<file path="src/rtl/bus_arbiter_pkg.sv">
// Shared types and bus widths for the two-master word-addressed bus arbiter.
// Imported by the arbiter top and its watchdog.
package bus_arbiter_pkg;

    localparam int ADDR_WIDTH = 30;
    localparam int DATA_WIDTH = 32;
    localparam int STRB_WIDTH = DATA_WIDTH / 8;

    typedef enum logic [1:0] {
        ST_IDLE   = 2'd0,
        ST_GRANT0 = 2'd1,
        ST_GRANT1 = 2'd2
    } state_t;

    // One master's request bundle, so both masters can share a single mux.
    typedef struct packed {
        logic [ADDR_WIDTH-1:0] address;
        logic [DATA_WIDTH-1:0] data;
        logic [STRB_WIDTH-1:0] strobes;
        logic                  read;
        logic                  write;
    } bus_req_t;

    function automatic logic is_request(input bus_req_t r);
        return r.read | r.write;
    endfunction

endpackage

</file>
<file path="src/rtl/bus_arbiter_watchdog.sv">
// Per-grant watchdog: counts granted cycles and flags the last one allowed
// before a transfer without s_ack is converted into a bus error.
module bus_arbiter_watchdog #(
    parameter int TIMEOUT_CYCLES = 255,
    parameter int TIMEOUT_WIDTH  = 8
) (
    input  logic clock,
    input  logic reset,
    input  logic clear,
    input  logic enable,
    output logic expired
);

    localparam logic [TIMEOUT_WIDTH-1:0] LAST_COUNT = TIMEOUT_WIDTH'(TIMEOUT_CYCLES - 1);

    logic [TIMEOUT_WIDTH-1:0] count;

    // NOTE: non-blocking assignments so every register samples pre-edge values.
    always_ff @(posedge clock or posedge reset) begin
        if (reset) begin
            count <= '0;
        end else if (clear) begin
            count <= '0;
        end else if (enable) begin
            count <= count + TIMEOUT_WIDTH'(1);
        end
    end

    assign expired = enable & (count == LAST_COUNT);

endmodule

</file>
<file path="src/rtl/bus_arbiter.sv">
// Round-robin arbiter sharing one memory bus between m0 (core) and m1 (DMA/debug).
// One transfer at a time; a watchdog turns a missing s_ack into a bus_error pulse.
module bus_arbiter
    import bus_arbiter_pkg::*;
#(
    parameter int TIMEOUT_CYCLES = 255,
    parameter int TIMEOUT_WIDTH  = 8
) (
    input  logic                  clock,
    input  logic                  reset,

    input  logic [ADDR_WIDTH-1:0] m0_address,
    input  logic [DATA_WIDTH-1:0] m0_data_out,
    input  logic [STRB_WIDTH-1:0] m0_data_strobes,
    input  logic                  m0_read,
    input  logic                  m0_write,
    output logic [DATA_WIDTH-1:0] m0_data_in,
    output logic                  m0_ack,
    output logic                  m0_bus_error,

    input  logic [ADDR_WIDTH-1:0] m1_address,
    input  logic [DATA_WIDTH-1:0] m1_data_out,
    input  logic [STRB_WIDTH-1:0] m1_data_strobes,
    input  logic                  m1_read,
    input  logic                  m1_write,
    output logic [DATA_WIDTH-1:0] m1_data_in,
    output logic                  m1_ack,
    output logic                  m1_bus_error,

    output logic [ADDR_WIDTH-1:0] s_address,
    output logic [DATA_WIDTH-1:0] s_data_out,
    output logic [STRB_WIDTH-1:0] s_data_strobes,
    output logic                  s_read,
    output logic                  s_write,
    input  logic [DATA_WIDTH-1:0] s_data_in,
    input  logic                  s_ack
);

    state_t   state;
    logic     last_grant;
    bus_req_t m0_req;
    bus_req_t m1_req;
    bus_req_t sel;
    logic     req0;
    logic     req1;
    logic     gnt0;
    logic     gnt1;
    logic     granted;
    logic     live;
    logic     proto_err;
    logic     expired;
    logic     exit_grant;
    logic     err;

    assign m0_req = {m0_address, m0_data_out, m0_data_strobes, m0_read, m0_write};
    assign m1_req = {m1_address, m1_data_out, m1_data_strobes, m1_read, m1_write};
    assign req0   = is_request(m0_req);
    assign req1   = is_request(m1_req);

    assign gnt0    = (state == ST_GRANT0);
    assign gnt1    = (state == ST_GRANT1);
    assign granted = gnt0 | gnt1;
    assign sel     = gnt1 ? m1_req : m0_req;

    // An abandoned grant (request dropped) drives nothing onto the slave.
    assign live      = granted & is_request(sel);
    assign proto_err = sel.read & sel.write;

    // Exit priority: ack, then timeout, then protocol error, then abandon.
    assign exit_grant = granted & (s_ack | expired | proto_err | ~is_request(sel));
    assign err        = granted & ~s_ack & (expired | proto_err);

    assign s_address      = live ? sel.address : '0;
    assign s_data_out     = live ? sel.data    : '0;
    assign s_data_strobes = live ? sel.strobes : '0;
    assign s_read         = live & sel.read  & ~proto_err;
    assign s_write        = live & sel.write & ~proto_err;

    assign m0_ack       = gnt0 & s_ack;
    assign m1_ack       = gnt1 & s_ack;
    assign m0_bus_error = gnt0 & err;
    assign m1_bus_error = gnt1 & err;
    assign m0_data_in   = gnt0 ? s_data_in : '0;
    assign m1_data_in   = gnt1 ? s_data_in : '0;

    always_ff @(posedge clock or posedge reset) begin
        if (reset) begin
            state      <= ST_IDLE;
            last_grant <= 1'b1;
        end else begin
            case (state)
                ST_IDLE: begin
                    if (req0 && (!req1 || last_grant)) begin
                        state      <= ST_GRANT0;
                        last_grant <= 1'b0;
                    end else if (req1) begin
                        state      <= ST_GRANT1;
                        last_grant <= 1'b1;
                    end
                end
                ST_GRANT0, ST_GRANT1: begin
                    if (exit_grant) begin
                        state <= ST_IDLE;
                    end
                end
                default: state <= ST_IDLE;
            endcase
        end
    end

    bus_arbiter_watchdog #(
        .TIMEOUT_CYCLES (TIMEOUT_CYCLES),
        .TIMEOUT_WIDTH  (TIMEOUT_WIDTH)
    ) u_watchdog (
        .clock   (clock),
        .reset   (reset),
        .clear   (~granted | exit_grant),
        .enable  (granted),
        .expired (expired)
    );

endmodule

</file>
<file path="config.mk">
export PLATFORM = sky130hd
export DESIGN_NAME = bus_arbiter
export DESIGN_NICKNAME = d
export VERILOG_FILES = /design/src/rtl/bus_arbiter_pkg.sv /design/src/rtl/bus_arbiter_watchdog.sv /design/src/rtl/bus_arbiter.sv
export SDC_FILE = /design/constraint.sdc
export NUM_CORES = 1
export LEC_CHECK = 0
export ABC_AREA = 0
export CORE_AREA = 2 2 121 123
export CTS_BUF_LIST = sky130_fd_sc_hd__clkbuf_4 sky130_fd_sc_hd__clkbuf_8
export DETAILED_ROUTE_END_ITERATION = 10
export DIE_AREA = 0 0 123 125
export MAX_ROUTING_LAYER = met4
export PLACE_DENSITY_LB_ADDON = 0.08
export SLEW_MARGIN = 20
export SYNTH_ARGS = -nofsm -noshare
export SYNTH_HDL_FRONTEND = slang
export SYNTH_SLANG_ARGS = --single-unit
export TNS_END_PERCENT = 20
</file>
<file path="constraint.sdc">
create_clock -name clock -period 2.7 [get_ports clock]
set_clock_uncertainty 0.2 [all_clocks]
set_input_delay 0.81 -clock clock [delete_from_list [all_inputs] [get_ports clock]]
set_output_delay 0.81 -clock clock [all_outputs]
set_load 0.01 [all_outputs]
</file>
==> impl_metrics.tcl, run 1 <==
set metrics [dict create \
    status "finished, violations left" \
    violations "negative setup slack" \
    clkTransAtPathRegs_ns 0.05 \
    worstPathBufferInverterCount 2 \
    cp_data_required_time_ns 1.69 \
    avgSynthCellArea_um2 6.93 \
    worstPathArrival_ns 1.94 \
    fmax_mhz 340 \
    r2r-start "state[0]" \
    critPathMaxFanout 2 \
    critPathTopFamily "buffers and inverters" \
    num_rows 44 \
    synth_top_area_share_pct 31.2 \
    insertion_delay_ns 0.24 \
    track_usage_pct 17.5 \
    grt_max_degree 37 \
    start_util_pct 14.9 \
    holdWs_ns 0.305 \
    ys_async_sr_fraction_pct 100 \
    viasPerCell 4.20 \
    hold_buffers 0 \
    maxCapViolCount 0 \
    grt_pass1_wl_um 19900 \
    crit_chain "clkdlybuf4s50_1 -> and2_1 -> clkdlybuf4s50_1" \
    crit_start "s_data_in[21]" \
    cts_tree "built" \
    cts_buffer_depth 2 \
    p_leak_nw 3.46 \
    antennaDiodeCount 0 \
    setup_viol_count_final 71 \
    synthCells 306 \
    root_buffer "clkbuf_8" \
    slew_headroom_pct 71.8 \
    ant_nets 0 \
    layout.nets 837 \
    endpoint_kind "output port" \
    design.core.area_um2 14200 \
    slowest_delay_ns 0.53 \
    ys_top_cells_by_area "mux2i_1, and2_1, nor2_1, dfrtp_1, ha_1" \
    fp.dieArea_um2 15400 \
    dr.pass1.iters 4 \
    setup_ws_ns -0.245 \
    io_buffers 306 \
    gr-total-overflow 0 \
    io-pin-count 307 \
    gp_congestion 0.840 \
    chipHeight_um 125 \
    synth_flop_cell "dfrtp_1" \
    synth_area_leader_cell "mux2i_1" \
    fin_crit_ns 2.95 \
    holdCritPathClass "flop to flop" \
    synth_seq_area_share_pct 13.0 \
    drc 0 \
    crit_top_cell "clkdlybuf4s50_1" \
    drv_slew 0 \
    min_period_over_period_pct 109 \
    wirelength_um 14600 \
    synth_seq_cells 11 \
    vias 3546 \
    cts_sinks 11 \
    antenna_found_initial 0 \
    dp_worst_setup_slack_ns -1.07 \
    cp-start-kind "primary input" \
    synthToLayoutAreaGrowth_pct 218 \
    hpwl_um 11200 \
    wl_per_cell_um 17.3 \
    hold_path_startpoint "last_grant" \
    crit_type "primary input to output port" \
    drive_above_1_share_pct 36.5 \
    drt_iter0_drc 67 \
    synth_edf_count 0 \
    tightest_slew_ns 0.423 \
    rsz0062_at_grt "yes" \
    p_per_area_nw_per_um2 877 \
    synthesis.area_um2 2120 \
    die_w_um 123 \
    cpMaxStageDelayCell "clkdlybuf4s50_1" \
    synth.net_count 482 \
    finalHoldViolCount 0 \
    ir_drop_v 0.000547 \
    grt_pass1_vias 3505 \
    yosys_warnings 0 \
    htree_levels 1 \
    cts-buffers-inserted 3 \
    synth_cell_types 31 \
]
-- logic make-up (layout without fill, tap and decap cells) --
| group | Yosys count | in the layout | share of synthesized area (%) |
|---|---|---|---|
| simple gates | 176 | 176 | 40.9 |
| mux | 66 | 66 | 31.2 |
| buf+inv | 31 | 385 | 5.96 |
| compound gates | 11 | 11 | 3.48 |
| flops | 11 | 11 | 13.0 |
| xor+xnor | 6 | 6 | 2.48 |
| fa+ha+maj | 5 | 5 | 2.95 |
-- cell usage in the layout, fill, tap and decap left out, drive strengths merged --
master / synthesis / routed
xnor2: 4 / 4
nand4: 2 / 2
dlygate4sd2: 0 / 7
and2: 67 / 67
clkbuf: 12 / 10
o21ai: 5 / 5
nand2: 9 / 9
nor3: 3 / 3
a211o: 1 / 1
nor2b: 2 / 2
a21oi: 1 / 1
mux2i: 66 / 66
ha: 5 / 5
xor2: 2 / 2
o32ai: 1 / 1
clkdlybuf4s50: 0 / 168
dfstp: 1 / 1
a32oi: 1 / 1
a311o: 1 / 1
and3: 1 / 1
nor4: 2 / 2
nor3b: 2 / 2
inv: 8 / 8
or4: 1 / 1
dlymetal6s2s: 0 / 42
clkdlybuf4s15: 0 / 11
nand2b: 1 / 1
a21o: 1 / 1
nand3: 4 / 4
nor2: 82 / 82
buf: 11 / 139
dfrtp: 10 / 10
-- layer usage --
layer  up-vias  GRT usage, %  part of all wire, %
li1       1720             -                    -
met1      1649          18.3                   36
met2       170          34.9                   56
met3         7          2.87                  7.6
met4         0          1.34                 0.53
met5         -             -                    0
-- worst min-delay path, cell delays in order, from the launching register on --
cell and delay [ns]:
dfstp_2 0.38, nand2_1 0.05, o21ai_0 0.07
-- per-stage QoR --
stage	instance area [um^2]	util [%]	std cells	TNS, ns	total power [mW]
6_report	6740	47.5	844	-8.77	5.91
5_1_grt	6740	47.5	844	-13.73	6.27
4_1_cts	5950	41.9	835	-33.20	4.95
3_5_place_dp	5650	39.8	807	-84.25	4.09
3_3_place_gp	5650	39.8	807	-82.38	4.10
2_1_floorplan	2120	-	306	-1.09	1.86
-- cells in the mapped netlist (all sizes together) (2+ instances only) --
master and count:
and2 67, buf 11, clkbuf 12, dfrtp 10, ha 5, inv 8, mux2i 66, nand2 9
nand3 4, nand4 2, nor2 82, nor2b 2, nor3 3, nor3b 2, nor4 2, o21ai 5
xnor2 4, xor2 2
-- report_power, final --
group	switching (mW)	internal, mW
Clock	0.0609	0.114
Sequential	0.0258	0.199
Combinational	2.41	3.10
Total	2.49	3.42
-- registers in the layout (all words and copies together), names as in the netlist --
name              count
u_watchdog.count      8
state                 2
last_grant            1
-- final timing paths --
check	to	slack, ns	cells past startpoint
max	m0_data_in[21]	-0.25	3
min	last_grant	0.31	2
max reg2reg	state[1]	0.30	9
min reg2reg	last_grant	0.31	2
max in group asynchronous	last_grant	1.31	2
min in group asynchronous	u_watchdog.count[5]	0.67	2
-- final cells by class --
class,count,area (um^2)
Multi-Input combinational cell,264,2220
Inverter,8,30.0
Timing Repair Buffer,373,3930
Sequential cell,11,278
Tap cell,184,230
Fill cell,1407,7460
Clock buffer,4,48.8
-- timing repair --
item,CTS,global route
pin swaps,14,31
cloned,8,5
gates resized for setup,374,213
endpoints found under the setup margin,136,130
buffers inserted,16,8
Power figures use the tool's default switching activity.
==> run 2: changes to the inputs <==
--- a/config.mk
+++ b/config.mk
@@ -5,7 +5,6 @@
 export SDC_FILE = /design/constraint.sdc
 export NUM_CORES = 1
 export LEC_CHECK = 0
-export ABC_AREA = 0
 export CORE_AREA = 2 2 121 123
 export CTS_BUF_LIST = sky130_fd_sc_hd__clkbuf_4 sky130_fd_sc_hd__clkbuf_8
 export DETAILED_ROUTE_END_ITERATION = 10
==> constraint.sdc (replaced) <==
create_clock -name clock -period 2.65 [get_ports clock]
set_clock_uncertainty 0.2 [all_clocks]
set_input_delay 0.795 -clock clock [delete_from_list [all_inputs] [get_ports clock]]
set_output_delay 0.795 -clock clock [all_outputs]
set_load 0.01 [all_outputs]
==> run 2 against run 1 <==
Compared with the run above:
- the run still ends with negative setup slack left
- final cell count is 0.36% lower
- sequential power hardly changed
- via count is 2.1% lower
- core utilization is 4.6 points lower
- die area stayed put
- highest routed layer unchanged
- hold slack better by 0.0091 ns
- design area is 9.6% lower
- critical path depth is 6 higher
- setup slack better by 0.027 ns
==> impl_metrics.tcl, run 2 (synthesized netlist as in run 1, its figures left out) <==
set metrics [dict create \
    status "finished, violations left" \
    violations "negative setup slack" \
    track_usage_pct 17.1 \
    multi_input_area_um2 2160 \
    crit_start "state[1]" \
    utilization_pct 42.9 \
    cts_buffer_depth 2 \
    layout.nets 833 \
    drv_slew 0 \
    grt_pass1_wl_um 19400 \
    die_w_um 123 \
    crit_path_end "s_address[29]" \
    fin_crit_ns 2.87 \
    r2r_end "state[1]" \
    ant_nets 0 \
    p_comb_share_pct 92.4 \
    p_per_area_nw_per_um2 870 \
    r2r-start "state[1]" \
    tightest_slew_ns 0.421 \
    drc 0 \
    design.core.area_um2 14200 \
    setup_ws_ns -0.218 \
    fmax_mhz 349 \
    pwr-share-clk_pct 3.3 \
    min_period_over_period_pct 108 \
    crit_type "flop to output port" \
    io-pin-count 307 \
    htree_levels 1 \
    clkTransAtPathRegs_ns 0.05 \
    internal-power_mw 2.96 \
    drive_above_1_share_pct 40.7 \
    p_sw_share_pct 44.2 \
    final_common_cell "clkdlybuf4s50_1" \
    dp_worst_setup_slack_ns -1.13 \
    setup_viol_count_final 88 \
    vias 3473 \
    drt_iter0_drc 48 \
    root_buffer "clkbuf_8" \
    antenna_found_initial 1 \
    worstPathArrival_ns 1.87 \
    finalHoldViolCount 0 \
    postPlaceCellArea_um2 5680 \
    insertion_delay_ns 0.23 \
    gr-total-overflow 0 \
    grt_max_degree 37 \
    regToRegSetupSlack_ns 0.20 \
    layout_common_cells "clkdlybuf4s50_1, and2_1, buf_2, mux2i_1, nor2_1" \
    viasPerCell 4.13 \
    maxCapViolCount 0 \
    reg.largest.list "u_watchdog.count (8), state (2), last_grant (1)" \
    fp.dieArea_um2 15400 \
    start_util_pct 14.9 \
    cp_data_required_time_ns 1.66 \
    final_cells 841 \
    p_total_mw 5.30 \
    setup_tns_ns -11.63 \
    io_buffers 306 \
    num_rows 44 \
    dr.pass1.iters 4 \
    largest_reg_flops 8 \
    finalInstanceArea_um2 6090 \
    seqCellArea_um2 277 \
    holdWs_ns 0.314 \
    dp.cells 813 \
    grt_pass1_vias 3506 \
    cp-start-kind "flop" \
    holdCritPathClass "flop to flop" \
    cts_tree "built" \
    hpwl_um 11400 \
    slew_headroom_pct 71.9 \
    hold_buffers 0 \
    rsz0062_at_grt "yes" \
    p_leak_nw 2.74 \
    top_register "u_watchdog.count" \
    p_sw_mw 2.34 \
    wl_per_cell_um 16.5 \
    gp_congestion 0.873 \
    p_seq_share_pct 4.3 \
    critPathMaxFanout 8 \
    cts_sinks 11 \
    synthToLayoutAreaGrowth_pct 187 \
    endpoint_kind "output port" \
    chipHeight_um 125 \
    reg2reg_depth 8 \
    wirelength_um 13900 \
    ir_drop_v 0.000493 \
    n_fill_cell 1470 \
    cts-buffers-inserted 3 \
]
run 2: cell count changes in the layout (fill, tap and decap cells not counted), sizes merged:
cell,change
buf,+16
bufbuf,+1
clkbuf,+33
clkdlybuf4s15,-9
clkdlybuf4s50,-3
diode,+1
dlygate4sd2,-2
dlymetal6s2s,-40
run 2: worst min path at each step:
stage	startpoint	endpoint	cells after the start
6_report	last_grant	last_grant	2
5_1_grt	last_grant	last_grant	2
4_1_cts	last_grant	last_grant	2
2_1_floorplan	last_grant	last_grant	2
3_5_place_dp	last_grant	last_grant	2
3_3_place_gp	last_grant	last_grant	2
run 2: per-layer routing:
metal  track usage [%]  wire [um]  part of all wire, %  vias to the layer above
li1                  -          -                    -                     1707
met1              16.9       4940                   36                     1571
met2              34.8       7680                   55                      183
met3              2.60       1040                  7.5                       12
met4              2.27        208                  1.5                        0
met5                 -          0                    0                        -
run 2: cell type report:
cell class	instances	area share, %
tap	184	3.78
timing repair buffer	369	54.9
antenna	1	0.0411
clock buffer	4	0.801
sequential	11	4.54
multi-input combinational	264	35.5
inverter	8	0.493
run 2: worst max-delay path, stage by stage, from the launching register on:
cell and delay, ns:
dfrtp_1 0.42, ha_4 0.19, buf_6 0.13, nor3_4 0.23
a21oi_4 0.07, nand2_8 0.12, buf_12 0.12, clkbuf_16 0.16
nor2_1 0.05, buf_2 0.14
run 2: power groups by stage:
| stage | Combinational [mW] | Sequential [mW] | Clock (mW) |
|---|---|---|---|
| after CTS | 4.55 | 0.226 | 0.182 |
| after global routing | 5.22 | 0.230 | 0.198 |
| after global placement | 3.98 | 0.229 | 0 |
| after detailed placement | 3.95 | 0.229 | 0 |
| final | 4.90 | 0.226 | 0.176 |
| after floorplan | 1.67 | 0.225 | 0 |
run 2: repair_timing:
| action | CTS | global route |
|---|---|---|
| setup endpoints to repair | 137 | 130 |
| pin swaps | 16 | 25 |
| gates resized for setup | 515 | 163 |
| buffers inserted | 15 | 6 |
| gates cloned | 4 | 1 |
==> patch 1 (flow settings as in run 2) <==
Re-encode `state_t` (3 states) as one-hot, 3 bits wide.
--- a/src/rtl/bus_arbiter_pkg.sv
+++ b/src/rtl/bus_arbiter_pkg.sv
@@ -6,10 +6,10 @@
     localparam int DATA_WIDTH = 32;
     localparam int STRB_WIDTH = DATA_WIDTH / 8;
 
-    typedef enum logic [1:0] {
-        ST_IDLE   = 2'd0,
-        ST_GRANT0 = 2'd1,
-        ST_GRANT1 = 2'd2
+    typedef enum logic [2:0] {
+        ST_IDLE   = 3'b001,
+        ST_GRANT0 = 3'b010,
+        ST_GRANT1 = 3'b100
     } state_t;
 
     // One master's request bundle, so both masters can share a single mux.
Formal check against the unedited RTL: same outputs for any inputs over 10 cycles, from zero or initial values and one cycle with reset high; not proved beyond that.
==> patch 1 against run 2 <==
The run still ends with setup timing left; synthesized area rose by 20%; sequential cell count up 1; clock power is 14% higher; maximum frequency shrank 4.6%; critical endpoint is now s_data_out[6]; count of clock-buffer cells in the layout stayed put; first-iteration DRC count grew to 2.6 times the old value; utilization grew 2.0 points; register-to-register slack improved by 0.50 ns; routed wire length grew 4.7%; setup slack got worse by 0.14 ns; final area up 4.6%; largest cell class unchanged; power is 35% lower.
==> patch 1: results (changes against run 2) <==
Synth
  – Most common library cells after synthesis: 67 x mux2i_1, 40 x nor3_2, 33 x and2_1, 33 x and3_1, 31 x nor3_1
  – Synth Area in XOR/XNOR: 0.0207 (-0.00410)
  – Post-synthesis net count: 483 (+0.21%)
  – Register area share after synthesis: 0.119 (-0.0112)
  – Post-synthesis cell type count: 38 (+23%)
  – Synth Flop Type: dfrtp_1
  – Post-synthesis adder-cell area fraction: 0.00985 (-0.0197)
  – Area contributors post-synth: mux2i_1 26%, nor3_2 16%, dfrtp_1 9.8%
  – Post-synthesis mux area share: 0.270 (-0.0417)
  – Synth Area in Compound Gates: 0.0487 (+0.0139)
  – Ys Warns: 0 (unchanged)
  – Synth async-reset ratio: 1.00 (unchanged)

Setup path
  – CP Max Fanout: 6 (-2)
  – Worst path max stage delay: 0.40 ns (-0.02 ns)
  – Crit path max-delay family: buffers and inverters
  – CP arrival: 2.01 ns (+0.14 ns)
  – Cells on worst reg2reg path: 7 (-1)
  – Slowest cell on the critical path: dfrtp_1

Route
  – Wire length on met3: 1160 µm (+11%)
  – WL met1: 5410 µm (+9.5%)
  – Post-Route WL: 14,500 µm (+4.7%)
  – Pre-antenna DRT Iters: 4 (unchanged)
  – Met2 Wirelength: 7790 µm (+1.4%)
  – DR iter-0 viols: 124 (+160%)
  – Routed Antenna Nets: 0 (unchanged)
  – Via count: 3,751 (+8.0%)
  – Top layer used by detailed routing: met4

STA
  – Slack of the critical path: -0.355 ns (-0.137 ns)
  – Slew @ Worst Pin: 0.757 ns (+0.337 ns)
  – Final setup vio count: 73 (-17%)

Clock tree
  – CTS Buf Count: 3 (unchanged)
  – Worst-path clk slew: 0.05 ns (about the same)
  – CTS root buffer: clkbuf_8
  – Insertion delay to the later sink of the worst-skew pair: 0.24 ns
  – CTS Buffer Depth: 2 (unchanged)
  – H-tree depth: 1 (unchanged)

Status
  – Violated checks: setup timing
  – Outcome: complete, but fails checks

Global route
  – Pin count of the biggest net entering global routing: 38 (+2.7%)
  – First-pass GRT wire length: 21,600 µm (+12%)
  – Initial antenna violation count: 0 (-1)
  – Vias in the first global route: 3,857 (+10%)
  – Total track usage: 0.182 (+0.0108)

Worst hold path
  – Hold crit path type: flip-flop to flip-flop
  – Hold Path Depth: 2 (unchanged)

Cells and area
  – Biggest regs: u_watchdog.count (8), state (3), last_grant (1)
  – Diode count: 0 (-1)
  – Largest register by flop count: u_watchdog.count
  – Layout fillers: 1,429 (-2.8%)
  – Layout cells sized above 1: 0.443 (+0.0363)
  – Nets@finish: 835 (+0.24%)

Pwr
  – VDD IR max: 0.000371 V (-25%)
  – Leakage power: 2.87 nW (+4.5%)

Placement
  – DP HPWL: 10,800 µm (-4.5%)
  – Worst Setup Slack post-DPL: -1.03 ns (+0.0927 ns)
  – Port Buffer Count: 306 (unchanged)
  – Area after DPL: 0.00605 mm² (+6.5%)
  – GPL Wtd Cong: 0.797 (-8.6%)
[patch 1: cell type report]
type	instances	area, µm²	area share
timing repair buffer	381	3460	0.544
multi-input combinational	261	2310	0.362
sequential	12	303	0.0475
tap	184	230	0.0361
clock buffer	4	55.1	0.00864
inverter	3	11.3	0.00177
[patch 1: cells by family after synthesis]
logic type | count (synthesis)
xor gates and xnor gates | 6
muxes | 68
and+or+nand+nor | 166
AOI/OAI and AO/OA | 18
buffers and inverters | 38
adders and majority gates | 2
DFF | 12
[patch 1: worst paths after layout]
path | slack [ns] | from | end
setup / recovery | -0.36 | state[1] | s_data_out[6]
min in group asynchronous | 0.68 | reset | u_watchdog.count[0]
setup reg to reg | 0.70 | state[0] | state[1]
hold reg to reg | 0.32 | last_grant | last_grant
hold / removal | 0.32 | last_grant | last_grant
max in group asynchronous | 1.21 | reset | state[0]
[patch 1: layer usage]
| metal | GRT usage | vias up |
|---|---|---|
| met5 | - | - |
| met4 | 0.0207 | 0 |
| met3 | 0.0315 | 10 |
| met2 | 0.345 | 156 |
| met1 | 0.201 | 1745 |
| li1 | - | 1840 |
[patch 1: what timing repair did]
action,in CTS,in global routing
hold buffers,0,0
endpoints found under the setup margin,136,134
gates cloned,8,0
resized for setup,512,87
pin swaps,53,8
buffers inserted,25,4
[patch 1: power breakdown]
group	internal, mW	leakage, nW	switching [mW]
clock network	0.131	0.0288	0.0690
logic	1.54	2.68	1.47
registers	0.227	0.159	0.0253
total	1.90	2.87	1.56
[patch 1: worst register-to-register path: stages (launching register included)]
cell and delay (ns):
dfstp_2 0.55, nor3b_4 0.05, buf_6 0.13, buf_6 0.12
buf_16 0.13, mux2i_1 0.11, buf_4 0.18, o41ai_1 0.36
[patch 1: per-stage QoR]
stage / hold WS [ns] / TNS (ns) / cells
detailed placement: 0.317 / -85.53 / 806
global placement: 0.303 / -84.60 / 806
global route: 0.359 / -21.33 / 845
finish: 0.322 / -16.37 / 845
floorplan: 0.266 / 0 / 310
CTS: 0.324 / -17.81 / 843
==> patch 2 (flow settings as in run 2) <==
Made on the original files. `TIMEOUT_CYCLES` is set to 255 in 2 places; all go to 128.
--- a/src/rtl/bus_arbiter_watchdog.sv
+++ b/src/rtl/bus_arbiter_watchdog.sv
@@ -1,7 +1,7 @@
 // Per-grant watchdog: counts granted cycles and flags the last one allowed
 // before a transfer without s_ack is converted into a bus error.
 module bus_arbiter_watchdog #(
-    parameter int TIMEOUT_CYCLES = 255,
+    parameter int TIMEOUT_CYCLES = 128,
     parameter int TIMEOUT_WIDTH  = 8
 ) (
     input  logic clock,
--- a/src/rtl/bus_arbiter.sv
+++ b/src/rtl/bus_arbiter.sv
@@ -3,7 +3,7 @@
 module bus_arbiter
     import bus_arbiter_pkg::*;
 #(
-    parameter int TIMEOUT_CYCLES = 255,
+    parameter int TIMEOUT_CYCLES = 128,
     parameter int TIMEOUT_WIDTH  = 8
 ) (
     input  logic                  clock,
Behaviour: no difference found for any inputs over 10 cycles, from zero or initial values and one cycle with reset high; that may be too few to reach the edited logic, so the function may still have changed.
==> patch 2 against run 2 <==
The run still ends with setup timing left; critical path depth is the same; setup slack worse by 0.0015 ns; count of clock-buffer cells in the layout stayed put; register-to-register slack better by 0.14 ns; sequential cell count unchanged; routed wire length is 3.8% higher; cell count down 0.95%; final area is 1.6% lower; synthesized area decreased by 0.94%; power down 2.9%; largest power group unchanged; highest routed layer unchanged.
==> patch 2: results (changes against run 2) <==
Synth
  – Post-synthesis net count: 476 (-1.2%)
  – Synth Area in XOR/XNOR: 0.0250 (+0.000236)
  – Post-synthesis mux area share: 0.314 (+0.00297)
  – Most common library cells after synthesis: 84 x nor2_1, 66 x and2_1, 66 x mux2i_1
  – Register area share after synthesis: 0.132 (+0.00124)
  – Synth Area in Compound Gates: 0.0441 (+0.00927)
  – Post-synthesis adder-cell area fraction: 0.0238 (-0.00567)
  – Synth async-reset ratio: 1.00 (unchanged)
  – Area contributors post-synth: mux2i_1 31%, and2_1 20%, nor2_1 15%
  – Post-Syn Instances: 301 (-1.6%)

STA
  – Slack of the critical path: -0.220 ns (-0.00151 ns)
  – Final setup vio count: 69 (-22%)
  – Final period util: 1.08 (about the same)
  – Hold WS: 0.306 ns (-0.00807 ns)
  – Slew @ Worst Pin: 0.418 ns (-0.00284 ns)

Placement
  – Placed Cells incl. Taps: 810 (-0.37%)
  – Worst Setup Slack post-DPL: -1.06 ns (+0.0659 ns)
  – GPL Wtd Cong: 0.954 (+9.3%)
  – Area after DPL: 0.00565 mm² (-0.66%)
  – DP HPWL: 11,300 µm (-0.23%)

Status
  – Violated checks: setup timing
  – Outcome: complete, but fails checks

Pwr
  – VDD IR max: 0.000406 V (-18%)
  – NetSw: 2.36 mW (+0.57%)

Route
  – Vias per inst: 4.13 (about the same)
  – DR iter-0 viols: 66 (+38%)
  – Via count: 3,443 (-0.86%)
  – Post-Route WL: 14,400 µm (+3.8%)

Setup path
  – Worst R2R End: u_watchdog.count[3]
  – CP Max Fanout: 6 (-2)
  – Cells on worst reg2reg path: 9 (+1)

Global route
  – Initial antenna violation count: 0 (-1)
  – First-pass GRT wire length: 20,000 µm (+3.2%)
  – Pin count of the biggest net entering global routing: 30 (-19%)
  – Total track usage: 0.178 (+0.00708)

Cells and area
  – Layout cells sized above 1: 0.411 (+0.00439)
  – Nets@finish: 825 (-0.96%)
  – Biggest regs: u_watchdog.count (8), state (2), last_grant (1)
  – Diode count: 0 (-1)
-- patch 2: cell count changes in the layout (fill, tap and decap cells not counted), moves of 4 or more --
cell and delta:
nor2_2 +12, buf_4 +11, buf_2 -10, buf_6 -9
clkdlybuf4s15_1 +9, nor2_1 -9, buf_8 -5, dlygate4sd2_1 -5
mux2i_1 +5, mux2i_4 -5, clkdlybuf4s15_2 +4
-- patch 2: metal layers --
layer  share of wire  track usage
met5               0            -
met4           0.019       0.0361
met3           0.079       0.0351
met2            0.55        0.356
met1            0.36        0.172
-- patch 2: how the worst max path moves through the flow --
stage / from / to / slack [ns] / cells past startpoint
after floorplan: m0_read / s_data_out[14] / -0.07 / 6
after global placement: m0_write / s_address[26] / -1.09 / 7
after detailed placement: m0_write / s_address[26] / -1.06 / 7
after CTS: state[0] / s_address[12] / -0.28 / 10
after global routing: state[0] / s_address[1] / -0.31 / 10
final: state[1] / s_data_out[8] / -0.22 / 9
-- patch 2: layout make-up --
cell class | instances | area [µm²]
multi-input combinational | 259 | 2060
tap | 184 | 230
sequential | 11 | 277
clock buffer | 4 | 48.8
fill | 1478 | 8210
timing repair buffer | 367 | 3340
inverter | 8 | 30.0
-- patch 2: logic make-up (layout without fill, tap and decap cells) --
| kind of cell | count (synthesis) | count (layout) |
|---|---|---|
| multiplexers | 66 | 66 |
| AO/OA/AOI/OAI | 13 | 13 |
| buffers and inverters | 31 | 379 |
| adder cells (fa/ha/maj) | 4 | 4 |
| XOR/XNOR | 6 | 6 |
| flip-flops | 11 | 11 |
| AND/OR/NAND/NOR | 170 | 170 |
-- patch 2: through the flow --
step | power (mW) | setup TNS (ns)
finish | 5.14 | -8.12
global route | 5.46 | -15.75
CTS | 4.88 | -15.88
detailed placement | 4.06 | -86.87
global placement | 4.08 | -88.35
floorplan | 1.90 | -1.43
-- patch 2: what timing repair did --
item                                    in CTS  in global routing
gates resized for setup                    504                164
pin swaps                                   21                 13
endpoints found under the setup margin     136                131
cloned                                       6                  2
hold endpoints to repair                     0                  0
setup buffers                                9                  6
-- patch 2: critical path, stage by stage, from the launching register on --
cell     delay (ns)
dfrtp_1        0.39
buf_6          0.13
ha_4           0.18
a21oi_2        0.19
nand2_4        0.10
buf_12         0.14
buf_8          0.12
buf_16         0.15
nor2_2         0.09
buf_2          0.13
-- patch 2: power groups by stage --
stage                     clock network (mW)  registers [mW]  logic, mW
after global placement                     0           0.220       3.86
after CTS                              0.185           0.220       4.47
after floorplan                            0           0.219       1.68
after global routing                   0.196           0.225       5.04
final                                  0.183           0.220       4.74
after detailed placement                   0           0.220       3.84
